[config.mk]
export PLATFORM = sky130hd
export DESIGN_NAME = trap_ctrl
export DESIGN_NICKNAME = d
export VERILOG_FILES = /design/src/rtl/trap_pkg.sv /design/src/rtl/sync_edge_det.sv /design/src/rtl/trap_ctrl.sv
export SDC_FILE = /design/constraint.sdc
export NUM_CORES = 1
export LEC_CHECK = 0
export ABC_AREA = 1
export CORE_UTILIZATION = 31
export DETAILED_ROUTE_END_ITERATION = 10
export GPL_ROUTABILITY_DRIVEN = 0
export GPL_TIMING_DRIVEN = 0
export PLACE_DENSITY = 0.83
export SLEW_MARGIN = 20
export SYNTH_ARGS = -nofsm -noshare
export SYNTH_HDL_FRONTEND = slang
export SYNTH_SLANG_ARGS = --single-unit
[constraint.sdc]
create_clock -name clk_i -period 2.3 [get_ports clk_i]
set_input_delay 0.46 -clock clk_i [delete_from_list [all_inputs] [get_ports clk_i]]
set_output_delay 0.46 -clock clk_i [all_outputs]
set_load 0.01 [all_outputs]
[src/rtl/trap_pkg.sv]
`default_nettype none
// +--------------------------------------------------------------------------+
// | Package   : trap_pkg                                                     |
// | Purpose   : Shared types and constants for the machine-mode trap         |
// |             sequencer (state encoding, cause codes, mtvec mode, mip bit  |
// |             positions).                                                  |
// | Revision  : 1.0 - initial release                                        |
// +--------------------------------------------------------------------------+
package trap_pkg;

  typedef enum logic [1:0] {
    IDLE    = 2'd0,
    ARMED   = 2'd1,
    HANDLER = 2'd2
  } trap_state_e;

  localparam logic [3:0] CAUSE_MTI      = 4'd7;
  localparam logic [3:0] CAUSE_MEI      = 4'd11;
  localparam logic [1:0] MTVEC_VECTORED = 2'b01;
  localparam int         MIP_MTIP_BIT   = 7;
  localparam int         MIP_MEIP_BIT   = 11;

endpackage : trap_pkg
`default_nettype wire

[src/rtl/sync_edge_det.sv]
`default_nettype none
// +--------------------------------------------------------------------------+
// | Module    : sync_edge_det                                                |
// | Purpose   : Multi-flop synchroniser for an asynchronous level input,     |
// |             followed by a rising-edge detector on the synchronised level.|
// | Ports     : clk_i    - clock                                             |
// |             rst_ni   - asynchronous active-low reset                     |
// |             async_i  - asynchronous input level                          |
// |             rise_o   - one-cycle pulse on a synchronised 0->1 transition |
// | Revision  : 1.0 - initial release                                        |
// +--------------------------------------------------------------------------+
module sync_edge_det #(
  parameter int SYNC_STAGES = 2
) (
  input  logic clk_i,
  input  logic rst_ni,
  input  logic async_i,
  output logic rise_o
);

  logic [SYNC_STAGES-1:0] r_sync;
  logic                   r_prev;

  always_ff @(posedge clk_i or negedge rst_ni) begin
    if (!rst_ni) begin
      r_sync <= '0;
      r_prev <= 1'b0;
    end else begin
      r_sync <= {r_sync[SYNC_STAGES-2:0], async_i};
      r_prev <= r_sync[SYNC_STAGES-1];
    end
  end

  // Pulse is combinational off the last sync flop so the pending bit
  // downstream can capture it on the very next edge.
  assign rise_o = r_sync[SYNC_STAGES-1] & ~r_prev;

endmodule : sync_edge_det
`default_nettype wire

[src/rtl/trap_ctrl.sv]
`default_nettype none
// +--------------------------------------------------------------------------+
// | Module    : trap_ctrl                                                    |
// | Purpose   : Machine-mode interrupt/trap sequencer. Latches synchronised  |
// |             timer/external interrupt edges, arbitrates them, waits for a |
// |             valid instruction at commit, issues a one-cycle flush and    |
// |             CSR update, then tracks handler residency until mret.        |
// | Ports     : clk_i, rst_ni            - clock, async active-low reset     |
// |             t_intr_i, e_intr_i       - async timer / external requests   |
// |             mstatus_mie_i            - global interrupt enable           |
// |             mie_mtie_i, mie_meie_i   - per-source enables                |
// |             mtvec_i                  - trap vector base + mode           |
// |             commit_valid_i/commit_pc_i - instruction at commit           |
// |             mret_i                   - mret committing                   |
// |             trap_req_o, trap_pc_o    - flush + redirect target           |
// |             mepc_*/mcause_*          - CSR write strobes and data        |
// |             mie_clr_o, mie_restore_o - mstatus MIE/MPIE stack control    |
// |             mip_o                    - pending view                      |
// |             busy_o                   - handler active                    |
// | Revision  : 1.0 - initial release                                        |
// +--------------------------------------------------------------------------+
module trap_ctrl
  import trap_pkg::*;
#(
  parameter int DW          = 32,
  parameter int SYNC_STAGES = 2
) (
  input  logic          clk_i,
  input  logic          rst_ni,
  input  logic          t_intr_i,
  input  logic          e_intr_i,
  input  logic          mstatus_mie_i,
  input  logic          mie_mtie_i,
  input  logic          mie_meie_i,
  input  logic [DW-1:0] mtvec_i,
  input  logic          commit_valid_i,
  input  logic [DW-1:0] commit_pc_i,
  input  logic          mret_i,
  output logic          trap_req_o,
  output logic [DW-1:0] trap_pc_o,
  output logic          mepc_we_o,
  output logic [DW-1:0] mepc_o,
  output logic          mcause_we_o,
  output logic [DW-1:0] mcause_o,
  output logic          mie_clr_o,
  output logic          mie_restore_o,
  output logic [DW-1:0] mip_o,
  output logic          busy_o
);

  trap_state_e   r_state;
  trap_state_e   w_next_state;

  logic          w_t_rise;
  logic          w_e_rise;
  logic          r_mtip;
  logic          r_meip;

  logic          w_ext_ok;
  logic          w_tmr_ok;
  logic          w_eligible;
  logic [3:0]    w_code;
  logic          w_take;
  logic          w_take_ext;
  logic          w_take_tmr;

  logic [DW-1:0] w_base;
  logic [DW-1:0] w_vec_off;
  logic [DW-1:0] w_target;

  // --------------------------------------------------------------------
  // Input synchronisers
  // --------------------------------------------------------------------
  sync_edge_det #(.SYNC_STAGES(SYNC_STAGES)) u_sync_t (
    .clk_i   (clk_i),
    .rst_ni  (rst_ni),
    .async_i (t_intr_i),
    .rise_o  (w_t_rise)
  );

  sync_edge_det #(.SYNC_STAGES(SYNC_STAGES)) u_sync_e (
    .clk_i   (clk_i),
    .rst_ni  (rst_ni),
    .async_i (e_intr_i),
    .rise_o  (w_e_rise)
  );

  // --------------------------------------------------------------------
  // Arbitration: external beats timer
  // --------------------------------------------------------------------
  assign w_ext_ok   = r_meip & mie_meie_i;
  assign w_tmr_ok   = r_mtip & mie_mtie_i;
  assign w_eligible = mstatus_mie_i & (w_ext_ok | w_tmr_ok);
  assign w_code     = w_ext_ok ? CAUSE_MEI : CAUSE_MTI;

  // Eligibility is re-qualified in the take cycle so a same-cycle MIE
  // clear and valid commit never produce a trap.
  assign w_take     = (r_state == ARMED) & w_eligible & commit_valid_i;
  assign w_take_ext = w_take & w_ext_ok;
  assign w_take_tmr = w_take & ~w_ext_ok;

  // --------------------------------------------------------------------
  // Pending bits: a new edge wins over the clear from being taken
  // --------------------------------------------------------------------
  always_ff @(posedge clk_i or negedge rst_ni) begin
    if (!rst_ni) begin
      r_mtip <= 1'b0;
      r_meip <= 1'b0;
    end else begin
      r_mtip <= w_t_rise | (r_mtip & ~w_take_tmr);
      r_meip <= w_e_rise | (r_meip & ~w_take_ext);
    end
  end

  // --------------------------------------------------------------------
  // Redirect target
  // --------------------------------------------------------------------
  assign w_base    = {mtvec_i[DW-1:2], 2'b00};
  assign w_vec_off = {{(DW-6){1'b0}}, w_code, 2'b00};
  assign w_target  = (mtvec_i[1:0] == MTVEC_VECTORED) ? (w_base + w_vec_off) : w_base;

  // --------------------------------------------------------------------
  // FSM
  // --------------------------------------------------------------------
  always_ff @(posedge clk_i or negedge rst_ni) begin
    if (!rst_ni) begin
      r_state <= IDLE;
    end else begin
      r_state <= w_next_state;
    end
  end

  always_comb begin
    w_next_state  = r_state;
    trap_req_o    = 1'b0;
    trap_pc_o     = '0;
    mepc_we_o     = 1'b0;
    mepc_o        = '0;
    mcause_we_o   = 1'b0;
    mcause_o      = '0;
    mie_clr_o     = 1'b0;
    mie_restore_o = 1'b0;

    case (r_state)
      IDLE: begin
        if (w_eligible) begin
          w_next_state = ARMED;
        end
      end
      ARMED: begin
        if (!w_eligible) begin
          w_next_state = IDLE;
        end else if (commit_valid_i) begin
          w_next_state = HANDLER;
          trap_req_o   = 1'b1;
          trap_pc_o    = w_target;
          mepc_we_o    = 1'b1;
          mepc_o       = commit_pc_i;
          mcause_we_o  = 1'b1;
          mcause_o     = {1'b1, {(DW-5){1'b0}}, w_code};
          mie_clr_o    = 1'b1;
        end
      end
      HANDLER: begin
        if (mret_i) begin
          w_next_state  = IDLE;
          mie_restore_o = 1'b1;
        end
      end
      default: begin
        w_next_state = IDLE;
      end
    endcase
  end

  // --------------------------------------------------------------------
  // Status outputs
  // --------------------------------------------------------------------
  always_comb begin
    mip_o               = '0;
    mip_o[MIP_MTIP_BIT] = r_mtip;
    mip_o[MIP_MEIP_BIT] = r_meip;
  end

  assign busy_o = (r_state == HANDLER);

endmodule : trap_ctrl
`default_nettype wire

Word-level counts from Yosys, hierarchy flattened
Cells that the tools add are included.

Output and inout port bits: 134. Logic and storage cells: 56. Flip-flop bits (word level): 10.

Mux-type cells: 21. Bitwise logic cells: 19. Reductions and logical operators: 2. Eq/ne operators: 6. Add/sub/neg operators: 1.

Operators with widths (number): 32-bit two-way mux (10); 32-bit by 6-bit adder with 32-bit output (1); 1-bit bitwise AND (11); 2-bit two-way mux (4); 2-bit case mux with 3 select lines (1); 1-bit two-way mux (5); 1-bit inverter (5); 2-bit by 1-bit == test with 1-bit output (second input constant) (2); 4-bit two-way mux (1); 2-bit inequality test (second input constant) (2); 3-bit inequality test (second input constant) (1); 1-bit bitwise OR (3); 3-bit AND reduction (1); 2-bit == test (second input constant) (1); 2-bit logical NOT (1).

Depth between registers and ports, before layout
Depth after elaboration: 9. Gate-level depth with buffers: 12. Mapped depth without buffers: 12.

By module
Synthesis repeated with hierarchy kept, for this count alone.

Cell total of the unflattened synthesis: 394. Area total of the unflattened synthesis: 2195.9 sq um.

Modules (own cells, without submodules): trap_ctrl (area an instance 2025.7 sq um, cells an instance 384, times used 1); sync_edge_det (area an instance 85.1 sq um, cells an instance 5, times used 2).

Worst setup path after synthesis
Ideal clock, no wire load.

Kind: input to output. Start point: input port mie_meie_i. End point: output port trap_pc_o[20]. Required time: 1840 ps. Setup slack: 50 ps. Buffers on the path: 0. Cell stages on the path: 11. Data arrival time: 1790 ps. Cells stage by stage: nand2_1 inv_1 ha_1 nand3_1 nand2_1 nand3_2 inv_2 nand2_1 nor2_4 o21ai_0 nor2_1.

Longest elaborated chain between the ends: 7. Elaborated cells between the ends (all ways): 9. Classes of those cells: 1 x add/sub; 5 x mux; 3 x bitwise.

Ends and longest elaborated chain: start, declared (line trap_ctrl.sv:34) `input logic mie_meie_i,`; 1-bit bitwise AND (*) (line trap_ctrl.sv:91) `assign w_ext_ok = r_meip & mie_meie_i;`; 4-bit two-way mux (line trap_ctrl.sv:94) `assign w_code = w_ext_ok ? CAUSE_MEI : CAUSE_MTI;`; 32-bit by 6-bit adder with 32-bit output (line trap_ctrl.sv:120) `assign w_target = (mtvec_i[1:0] == MTVEC_VECTORED) ? (w_base + w_vec_off) : w_base;`; 32-bit two-way mux (line trap_ctrl.sv:120); 32-bit two-way mux (line trap_ctrl.sv:153) `end else if (commit_valid_i) begin`; 32-bit two-way mux (*) (line trap_ctrl.sv:151) `if (!w_eligible) begin`; 32-bit two-way mux (*) (line trap_ctrl.sv:144) `case (r_state)`; end, declared (line trap_ctrl.sv:40) `output logic [DW-1:0] trap_pc_o,`.

Mark *: on every way between the ends. The rest lies on a longest branch, timed or not.

Final worst setup path
Start point: register r_meip. End point: output port trap_pc_o[30].

Longest elaborated chain between the ends: 7. Elaborated cells between the ends (all ways): 9. Classes of those cells: 1 x add/sub; 5 x mux; 3 x bitwise.

Ends and longest elaborated chain: start, declared (line trap_ctrl.sv:57) `logic r_meip;`; start signal, assigned (line trap_ctrl.sv:111) `r_meip <= w_e_rise | (r_meip & ~w_take_ext);`; 1-bit bitwise AND (*) (line trap_ctrl.sv:91); 4-bit two-way mux (line trap_ctrl.sv:94); 32-bit by 6-bit adder with 32-bit output (line trap_ctrl.sv:120); 32-bit two-way mux (line trap_ctrl.sv:120); 32-bit two-way mux (line trap_ctrl.sv:153); 32-bit two-way mux (*) (line trap_ctrl.sv:151); 32-bit two-way mux (*) (line trap_ctrl.sv:144).

Marked as above.

==> qor.yml <==
yosys:
  ys.flop_type: "dfrtp_1"
  synth_largest_area_cell: "buf_4"
  synthArstFlopShare: 1.00
  yosys_warnings: 0
  ys_types: 28
  netlist.area_leader.share: 0.231
  syn_inst: 394
  synth-seq-cells: 10
  syn_area_per_cell_um2: 5.54
  synth_area_um2: 2180
  seq_area_frac_synth: 0.115
  synthTopCellsByArea: "buf_4 (23%), inv_1 (14%), nor2_1 (12%), dfrtp_1 (11%), nand2_1 (9.8%)"
  synth_edf_count: 0
clock_tree:
  cts_tree: "done"
  path_clk_slew_ns: 0.04
  numCtsBuffers: 3
  htreeDepth: 1
  cts_buffer_depth: 2
  cts_num_sinks: 10
  cts-root-buf: "clkbuf_8"
  clock_latency_ns: 0.23
global_route:
  grt_pass1_vias: 2788
  globalRouteOverflowTotal: 0
  grt_max_degree: 11
  gr-usage-met3: 0.0529
  antenna_found_initial: 0
  use_met1: 0.236
  grt_use_met2: 0.380
  gr-usage-all-layers: 0.206
  grt_busiest_layer: "met2"
  grt_pass1_wl_um: 12500
route:
  totalWireLength_um: 8980
  drt-initial-drc-count: 107
  first_pass_iters: 4
  drtAntennaViolNets: 0
  via_count: 3220
  viasPerCell: 4.34
  wire_per_inst_um: 12.1
  drcViolationCount: 0
finish:
  layout_common_cells: "buf_4 (96), inv_1 (75), conb_1 (59), clkdlybuf4s50_1 (58), buf_2 (53)"
  final_cells: 742
  syn_to_final_growth_pct: 117
  num-fill-cells: 552
  multi_input_area_um2: 1720
  insertedDiodeCount: 0
  regArea_um2: 250
  drive_gt1_frac: 0.449
  layout_commonest_cell: "buf_4"
  fin_nets: 724
floorplan:
  initial_core_util: 0.321
  io_pins: 207
  die_h_um: 85.9
  coreArea_um2: 6790
  rows: 30
  dieArea_um2: 7380
  die_w_um: 85.9
min_path:
  whs_path_depth: 0
  hp-class: "reg -> reg"
worst_setup_path:
  path_max_fanout: 4
  cp-start-kind: "flip-flop"
  cp_slowest_cell: "dfrtp_1"
  end_kind: "output port"
  critPathRequiredTime_ns: 1.84
  path_cells: "nand2_4 > inv_4 > ha_4 > nand3_2 > nand2_2 > nand3_4 > nor2_4 > buf_6 > nand3_2 > nand2_1 > nand2_1 > nor2_1 > buf_2"
  reg2reg_depth: 9
  crit_type: "reg -> out"
  cpPeakStageDelay_ns: 0.41
  worstPathArrival_ns: 2.11
placed_design:
  io_buffers: 147
  place_ws_ns: -1.13
  dpl.cell_count: 695
  dp_hpwl_um: 6130
sta:
  fmax_mhz: 389
  maxSlewViolCount: 0
  setup_ws_ns: -0.273
  fin_skew_ns: 0.00384
  report.final.setup_viol: 67
  layout_min_cycle_time_ns: 2.57
  final_hold_viol_count: 0
  rsz0062_at_grt: "yes"
  final.period_utilization: 1.12
power:
  p_per_area_nw_per_um2: 213
  p_leak_nw: 2.71
  vdd_drop_max_v: 0.000357
run:
  maxCapViolCount: 0
outcome:
  violations: "negative setup slack"
  status: "complete, but fails checks"
## state kept, by name (all words and copies together) (netlist names)
register / count
r_state: 2
u_sync_e.r_sync: 2
u_sync_t.r_sync: 2
r_meip: 1
r_mtip: 1
u_sync_e.r_prev: 1
u_sync_t.r_prev: 1
## cell usage after synthesis, types with 3 or more instances
cell / instances
inv_1: 81
buf_4: 67
nor2_1: 67
nand2_1: 57
a21oi_1: 21
nand3_1: 20
o21ai_0: 18
dfrtp_1: 10
nor3_1: 9
nand4_1: 8
buf_2: 5
nand2_2: 4
nor2_4: 4
ha_1: 3
nand3_2: 3
nor2_2: 3
## logic make-up (layout without fill, tap and decap cells)
logic type | Yosys count | after routing | synth area share
compound gates | 43 | 43 | 0.102
xor+xnor | 2 | 2 | 0.00803
fa+ha+maj | 3 | 3 | 0.0172
buf+inv | 156 | 350 | 0.387
flops | 10 | 10 | 0.115
other cells | 1 | 59 | 0.00172
simple gates | 179 | 179 | 0.369
## layer usage
metal,wire [µm],vias to the layer above
li1,-,1575
met1,3270,1442
met2,4710,174
met3,775,29
met4,225,0
met5,0,-
## power breakdown
group / internal, W / total, W / leakage [nW] / switching, W
clock: 0.000114 / 0.000175 / 0.0216 / 0.0000611
sequential: 0.000187 / 0.000195 / 0.115 / 0.00000758
combinational: 0.000332 / 0.000641 / 2.57 / 0.000308
total: 0.000634 / 0.00101 / 2.71 / 0.000377
## through the flow
stage	power (W)	utilization	instance area (µm²)	hold slack (ns)	setup TNS, ns
6_report	0.00101	0.697	4740	0.350	-7.02
5_1_grt	0.00108	0.697	4740	0.361	-14.94
4_1_cts	0.000929	0.623	4230	0.348	-7.56
3_5_place_dp	0.000702	0.587	3990	0.339	-48.86
3_3_place_gp	0.000695	0.587	3990	0.334	-48.05
2_1_floorplan	0.000464	-	2400	0.164	0
## worst max-delay path: cells and delay by family, from the launching register on
| family | cells | cell delay (ns) |
|---|---|---|
| AND/OR/NAND/NOR | 9 | 0.82 |
| flip-flops | 1 | 0.41 |
| buffers and inverters | 3 | 0.34 |
| adder cells (fa/ha/maj) | 1 | 0.30 |
## timing repair
item	in CTS	in global routing
gates cloned	0	3
setup endpoints to repair	71	71
pin swaps	32	30
hold buffers	0	0
setup buffers	34	8
gates resized for setup	359	111
endpoints found under the hold margin	0	0
## final timing paths
check                                      to          startpoint  slack, ns
setup / recovery                trap_pc_o[30]              r_meip      -0.27
hold / removal             u_sync_t.r_sync[1]  u_sync_t.r_sync[0]       0.35
setup reg to reg                       r_mtip              r_meip       0.50
hold reg to reg            u_sync_t.r_sync[1]  u_sync_t.r_sync[0]       0.35
max in group asynchronous     u_sync_e.r_prev              rst_ni       1.44
min in group asynchronous  u_sync_t.r_sync[0]              rst_ni       0.54
## cell type report
| type | instances | area share |
|---|---|---|
| sequential | 10 | 0.0528 |
| buffer | 74 | 0.130 |
| clock buffer | 3 | 0.00871 |
| inverter | 82 | 0.0660 |
| tap | 96 | 0.0253 |
| timing repair buffer | 191 | 0.355 |
| multi-input combinational | 286 | 0.362 |
Power figures use the tool's default switching activity.
